## src/rtl/pipeline_ctrl_pkg.sv

```systemverilog
// Shared definitions for the pipeline hazard controller.
//   hz_state_t : controller FSM states (RUN, MEM_WAIT, REDIRECT)
//   PRI_*      : hazard cause encoding, ordered so a larger value wins
//   hz_pri     : picks the winning cause from the raw hazard conditions
package pipeline_ctrl_pkg;

  localparam logic [1:0] ST_RUN      = 2'd0;
  localparam logic [1:0] ST_MEM_WAIT = 2'd1;
  localparam logic [1:0] ST_REDIRECT = 2'd2;

  typedef enum logic [1:0] {
    RUN      = ST_RUN,
    MEM_WAIT = ST_MEM_WAIT,
    REDIRECT = ST_REDIRECT
  } hz_state_t;

  localparam logic [1:0] PRI_NONE     = 2'd0;
  localparam logic [1:0] PRI_LOAD_USE = 2'd1;
  localparam logic [1:0] PRI_BRANCH   = 2'd2;
  localparam logic [1:0] PRI_MEM      = 2'd3;

  // Memory stall beats a taken branch, which beats a load-use bubble.
  function automatic logic [1:0] hz_pri(input logic mem, input logic br, input logic lu);
    if (mem)     return PRI_MEM;
    else if (br) return PRI_BRANCH;
    else if (lu) return PRI_LOAD_USE;
    else         return PRI_NONE;
  endfunction

endpackage

```

## src/rtl/pipeline_hazard_ctrl_load_use_detect.sv

```systemverilog
// Load-use comparator: flags an ID-stage instruction that reads the
// destination of a load still sitting in ID/EX. Register 0 never matches.
//   rs1, rs2          : ID-stage source register IDs
//   uses_rs1, uses_rs2: the corresponding source is really read
//   ex_dest           : destination register in ID/EX
//   ex_mem_read       : ID/EX instruction is a load
//   hit               : load-use hazard present
module load_use_detect #(
  parameter int REG_ID_WIDTH = 5
) (
  input  logic [REG_ID_WIDTH-1:0] rs1,
  input  logic [REG_ID_WIDTH-1:0] rs2,
  input  logic                    uses_rs1,
  input  logic                    uses_rs2,
  input  logic [REG_ID_WIDTH-1:0] ex_dest,
  input  logic                    ex_mem_read,
  output logic                    hit
);

  logic dest_nz;
  logic m1, m2;

  assign dest_nz = (ex_dest != '0);
  assign m1      = uses_rs1 && (rs1 == ex_dest);
  assign m2      = uses_rs2 && (rs2 == ex_dest);
  assign hit     = ex_mem_read && dest_nz && (m1 || m2);

endmodule

```

## src/rtl/pipeline_hazard_ctrl.sv

```systemverilog
// Pipeline hazard controller: generates per-register stall/flush controls
// and the PC redirect select for a 5-stage pipeline.
//   clk, reset (sync, active-high)
//   id_rs1/id_rs2/id_uses_rs1/id_uses_rs2 : ID-stage source operands
//   ex_dest/ex_mem_read                   : load in ID/EX
//   branch_taken                          : branch outcome from EX/MEM
//   dmem_req/dmem_ready                   : data-memory handshake
//   stall_pc, stall_if_id..stall_mem_wb   : register holds
//   flush_if_id, flush_id_ex, flush_ex_mem: bubble insertion
//   pc_redirect                           : PC takes the branch target
// Optional feature, macro PIPELINE_HAZARD_PERF_EN: saturating stall_cnt /
// flush_cnt performance counters (ports present only when defined).
module pipeline_hazard_ctrl
  import pipeline_ctrl_pkg::*;
#(
  parameter int REG_ID_WIDTH = 5,
  parameter int CNT_WIDTH    = 32
) (
  input  logic                    clk,
  input  logic                    reset,
  input  logic [REG_ID_WIDTH-1:0] id_rs1,
  input  logic [REG_ID_WIDTH-1:0] id_rs2,
  input  logic                    id_uses_rs1,
  input  logic                    id_uses_rs2,
  input  logic [REG_ID_WIDTH-1:0] ex_dest,
  input  logic                    ex_mem_read,
  input  logic                    branch_taken,
  input  logic                    dmem_req,
  input  logic                    dmem_ready,
  output logic                    stall_pc,
  output logic                    stall_if_id,
  output logic                    stall_id_ex,
  output logic                    stall_ex_mem,
  output logic                    stall_mem_wb,
  output logic                    flush_if_id,
  output logic                    flush_id_ex,
  output logic                    flush_ex_mem,
  output logic                    pc_redirect
`ifdef PIPELINE_HAZARD_PERF_EN
  ,
  output logic [CNT_WIDTH-1:0]    stall_cnt,
  output logic [CNT_WIDTH-1:0]    flush_cnt
`endif
);

  hz_state_t  state, state_nxt;
  logic [1:0] pri;
  logic       mem_stall;
  logic       lu_hit;

  assign mem_stall = dmem_req && !dmem_ready;

  load_use_detect #(.REG_ID_WIDTH(REG_ID_WIDTH)) u_lu (
    .rs1         (id_rs1),
    .rs2         (id_rs2),
    .uses_rs1    (id_uses_rs1),
    .uses_rs2    (id_uses_rs2),
    .ex_dest     (ex_dest),
    .ex_mem_read (ex_mem_read),
    .hit         (lu_hit)
  );

  // Winning hazard cause for this cycle. MEM_WAIT only watches dmem_ready;
  // a branch held in EX/MEM is picked up in the following RUN cycle.
  // REDIRECT masks branch and load-use because those instructions were
  // just flushed.
  always_comb begin
    pri = PRI_NONE;
    case (state)
      RUN:      pri = hz_pri(mem_stall, branch_taken, lu_hit);
      MEM_WAIT: pri = dmem_ready ? PRI_NONE : PRI_MEM;
      REDIRECT: pri = hz_pri(mem_stall, 1'b0, 1'b0);
      default:  pri = PRI_NONE;
    endcase
    // Quiet outputs while reset is held so nothing leaks from the old state.
    if (reset) pri = PRI_NONE;
  end

  always_comb begin
    case (pri)
      PRI_MEM:    state_nxt = MEM_WAIT;
      PRI_BRANCH: state_nxt = REDIRECT;
      default:    state_nxt = RUN;
    endcase
  end

  always_ff @(posedge clk) begin
    if (reset) state <= RUN;
    else       state <= state_nxt;
  end

  always_comb begin
    stall_pc     = 1'b0;
    stall_if_id  = 1'b0;
    stall_id_ex  = 1'b0;
    stall_ex_mem = 1'b0;
    stall_mem_wb = 1'b0;
    flush_if_id  = 1'b0;
    flush_id_ex  = 1'b0;
    flush_ex_mem = 1'b0;
    pc_redirect  = 1'b0;
    case (pri)
      PRI_MEM: begin
        stall_pc     = 1'b1;
        stall_if_id  = 1'b1;
        stall_id_ex  = 1'b1;
        stall_ex_mem = 1'b1;
        stall_mem_wb = 1'b1;
      end
      PRI_BRANCH: begin
        pc_redirect  = 1'b1;
        flush_if_id  = 1'b1;
        flush_id_ex  = 1'b1;
        flush_ex_mem = 1'b1;
      end
      PRI_LOAD_USE: begin
        // Hold PC and IF/ID, push a bubble into ID/EX.
        stall_pc     = 1'b1;
        stall_if_id  = 1'b1;
        flush_id_ex  = 1'b1;
      end
      default: ;
    endcase
  end

`ifdef PIPELINE_HAZARD_PERF_EN
  logic any_flush;
  assign any_flush = flush_if_id || flush_id_ex || flush_ex_mem;

  always_ff @(posedge clk) begin
    if (reset) begin
      stall_cnt <= '0;
      flush_cnt <= '0;
    end else begin
      if (stall_pc && (stall_cnt != '1)) stall_cnt <= stall_cnt + 1'b1;
      if (any_flush && (flush_cnt != '1)) flush_cnt <= flush_cnt + 1'b1;
    end
  end
`else
  logic [CNT_WIDTH-1:0] unused_cnt_w;
  assign unused_cnt_w = '0;
`endif

endmodule
```

## config.mk

```make
export PLATFORM = sky130hd
export DESIGN_NAME = pipeline_hazard_ctrl
export DESIGN_NICKNAME = d
export VERILOG_FILES = /design/src/rtl/pipeline_ctrl_pkg.sv /design/src/rtl/pipeline_hazard_ctrl_load_use_detect.sv /design/src/rtl/pipeline_hazard_ctrl.sv
export SDC_FILE = /design/constraint.sdc
export NUM_CORES = 1
export LEC_CHECK = 0
export CORE_AREA = 2 2 39 41
export DETAILED_ROUTE_END_ITERATION = 6
export DIE_AREA = 0 0 41 43
export HOLD_SLACK_MARGIN = 0.02
export PLACE_DENSITY = 0.66
export SLEW_MARGIN = 30
export SYNTH_ARGS = -nofsm -noshare
export SYNTH_HDL_FRONTEND = slang
export SYNTH_SLANG_ARGS = --single-unit
```

## constraint.sdc

```tcl
create_clock -name clk -period 2.1 [get_ports clk]
set_clock_uncertainty 0.15 [all_clocks]
set_input_delay 0.315 -clock clk [delete_from_list [all_inputs] [get_ports clk]]
set_output_delay 0.315 -clock clk [all_outputs]
set_load 0.02 [all_outputs]
```

==> out/metrics.yaml <==
synth:
  synth.yosys.seq_area_share_pct: 12.96
  postSynth.asyncResetShare_pct: 0
  synth_enable_flop_cells: 0
  netlist_instances: 39
  ys_seq_elements: 2
  synthFlopType: "dfxtp_1"
  avgSynthCellArea_sq_um: 7.924
  syn-num-nets: 64
  synth_area_sq_um: 309.0
  synth_cell_types: 19
  yosys_warnings: 0
sta:
  finalWorstSetupSlack_ns: -0.1706
  setup_violations: 9
  min_period_over_period_pct: 108.1
  rsz0062_at_grt: "yes"
  hold_violations: 0
  slew_headroom_pct: 86.20
  tightest_slew_ns: 0.2053
  drv_slew: 0
  finalSetupTns_ns: -1.021
  fmax_mhz: 440.4
  layout_min_cycle_time_ns: 2.271
worst_setup_path:
  critPathArrivalTime_ns: 1.81
  slowest_delay_ns: 0.32
  crit_path_end_kind: "output port"
  critPathKind: "input port to output port"
  ff2ff_path_depth: 6
  cp_cell_sequence: "buf_6 > xor2_1 > nor4_2 > nand3_1 > a211o_1 > o21a_1 > ha_4 > inv_2 > buf_6"
  r2r-end: "state[0]"
  crit_path_start_kind: "input port"
  r2r-start: "state[0]"
  cp_slowest_cell: "a211o_1"
  cp_max_fo: 2
  crit_top_cell: "buf_6"
  rrSetupSlack_ns: 0.58
  required_ns: 1.63
place:
  dp_slack_ns: -1.056
  detailed_place_hpwl_um: 749.6
  gp_congestion: 0.7005
  io_buffer_count: 31
outcome:
  status: "complete, but fails checks"
  failed_checks: "setup timing"
clock_tree:
  cts_inserted_buffers: 3
  cts_setup_buffers: 0
  cts_buffer_depth: 2
  cts_root_buf: "clkbuf_4"
  cts.clk_slew.worst_paths_ns: 0.03
  cts.sinks: 2
  clock_latency_ns: 0.22
  cts_tree: "built"
  ctsHoldBuffers: 0
  h-tree-depth: 1
layout:
  utilization_pct: 51.72
  syn_to_final_growth_pct: 131.6
  top_register: "state"
  final_cell_mix: "buf_6 (16), xor2_1 (7), clkdlybuf4s50_1 (7), buf_2 (6), buf_4 (6)"
  antennaDiodeCount: 0
  layout.nets: 102
  n_fill_cell: 139
  top_regs: "state: 2 flops"
  drive_gt1_share_pct: 53.33
  largest_reg_flops: 2
  layout_commonest_cell: "buf_6"
pwr:
  power_w: 0.0002552
  power_density_mw_per_mm2: 356.6
  p_leak_nw: 0.3182
  irDropWorstVdd_v: 0.0001825
global_route:
  grt_max_degree: 6
  first_global_vias: 390
  antenna_found_initial: 0
  grt_pass1_wl_um: 1421
  grt.total_usage_pct: 11.82
  grt.overflow.total: 0
detailed_routing:
  via_per_inst: 4.253
  post_drt_wl_per_cell_um: 9.593
  drt_first_pass_iters: 3
  drc_errors: 0
  ant_nets: 0
  drt_iter0_markers: 5
  wl_um: 873
  vias: 387
min_path:
  whs_path_depth: 3
  holdPathEnd: "state[0]"
  hold_class: "input port to flip-flop"
  hold_start: "reset"
floorplanning:
  fp-row-count: 14
  core_area_sq_mm: 0.001384
  die_w_um: 41
  start_util_pct: 22.33
  die-area_sq_mm: 0.001763
  ios: 32
  die_h_um: 43
job:
  maxCapViolCount: 0
logic make-up (layout without fill, tap and decap cells):
kind of cell / count (synthesis) / count (layout) / share of synthesized area [%]
compound gates: 4 / 4 / 8.500
fa+ha+maj: 2 / 2 / 8.096
simple gates: 13 / 13 / 24.29
flops: 2 / 2 / 12.96
xor+xnor: 10 / 10 / 28.34
buf+inv: 7 / 43 / 14.58
mux: 1 / 1 / 3.239
power breakdown:
group	internal (W)	switching [W]	total, W
Sequential	0.0000396	0.000000629	0.0000402
Combinational	0.0000764	0.0000533	0.000130
Clock	0.0000630	0.0000222	0.0000852
Total	0.000179	0.0000761	0.000255
worst max-delay path by stage:
stage / start / to
3_3_place_gp: ex_dest[2] / flush_id_ex
3_5_place_dp: ex_dest[2] / flush_id_ex
2_1_floorplan: ex_dest[2] / flush_id_ex
6_report: id_rs2[2] / flush_id_ex
4_1_cts: id_rs1[2] / flush_id_ex
5_1_grt: id_rs2[4] / flush_id_ex
cell type report:
class / instances / area, sq um / share of cell area, %
multi-input combinational: 30 / 277.8 / 38.81
tap: 16 / 20.02 / 2.797
inverter: 2 / 7.507 / 1.049
sequential: 2 / 40.04 / 5.594
timing repair buffer: 38 / 347.8 / 48.60
clock buffer: 3 / 22.52 / 3.147
synth_stat cells, drive strengths merged (2+ instances only):
| library cell | count | area [sq um] |
|---|---|---|
| inv | 2 | 7.510 |
| nor4 | 2 | 18.77 |
| dfxtp | 2 | 40.04 |
| nor2b | 2 | 12.51 |
| xor2 | 8 | 70.07 |
| buf | 5 | 37.54 |
| nor2 | 3 | 11.26 |
| xnor2 | 2 | 17.52 |
| ha | 2 | 25.02 |
| nand3 | 3 | 15.01 |
worst max-delay path, delay by kind of cell:
family / cells / cell delay (ns)
buffers and inverters: 3 / 0.23
AOI/OAI and AO/OA: 2 / 0.46
adders and majority gates: 1 / 0.26
and+or+nand+nor: 2 / 0.38
xor gates and xnor gates: 1 / 0.15
stage by stage:
stage | instance area, sq um | hold WS [ns] | cells
after floorplan | 345.3 | 0.2366 | 39
after global placement | 690.7 | 0.7276 | 88
after detailed placement | 690.7 | 0.7401 | 88
after CTS | 694.4 | 0.6649 | 91
after global routing | 715.7 | 0.6833 | 91
final | 715.7 | 0.6655 | 91
per-layer routing:
metal	wire [um]	share of wire, %	track usage (%)
met5	0	0	0
met4	14	1.6	6.000
met3	84	9.6	3.665
met2	449	51	18.75
met1	325	37	13.42
repair_timing:
action                                  4_1_cts  5_1_grt
gates cloned                                  0        0
endpoints found under the setup margin       11        9
resized for setup                           107        9
pin swaps                                    13        9
Power figures use the tool's default switching activity.
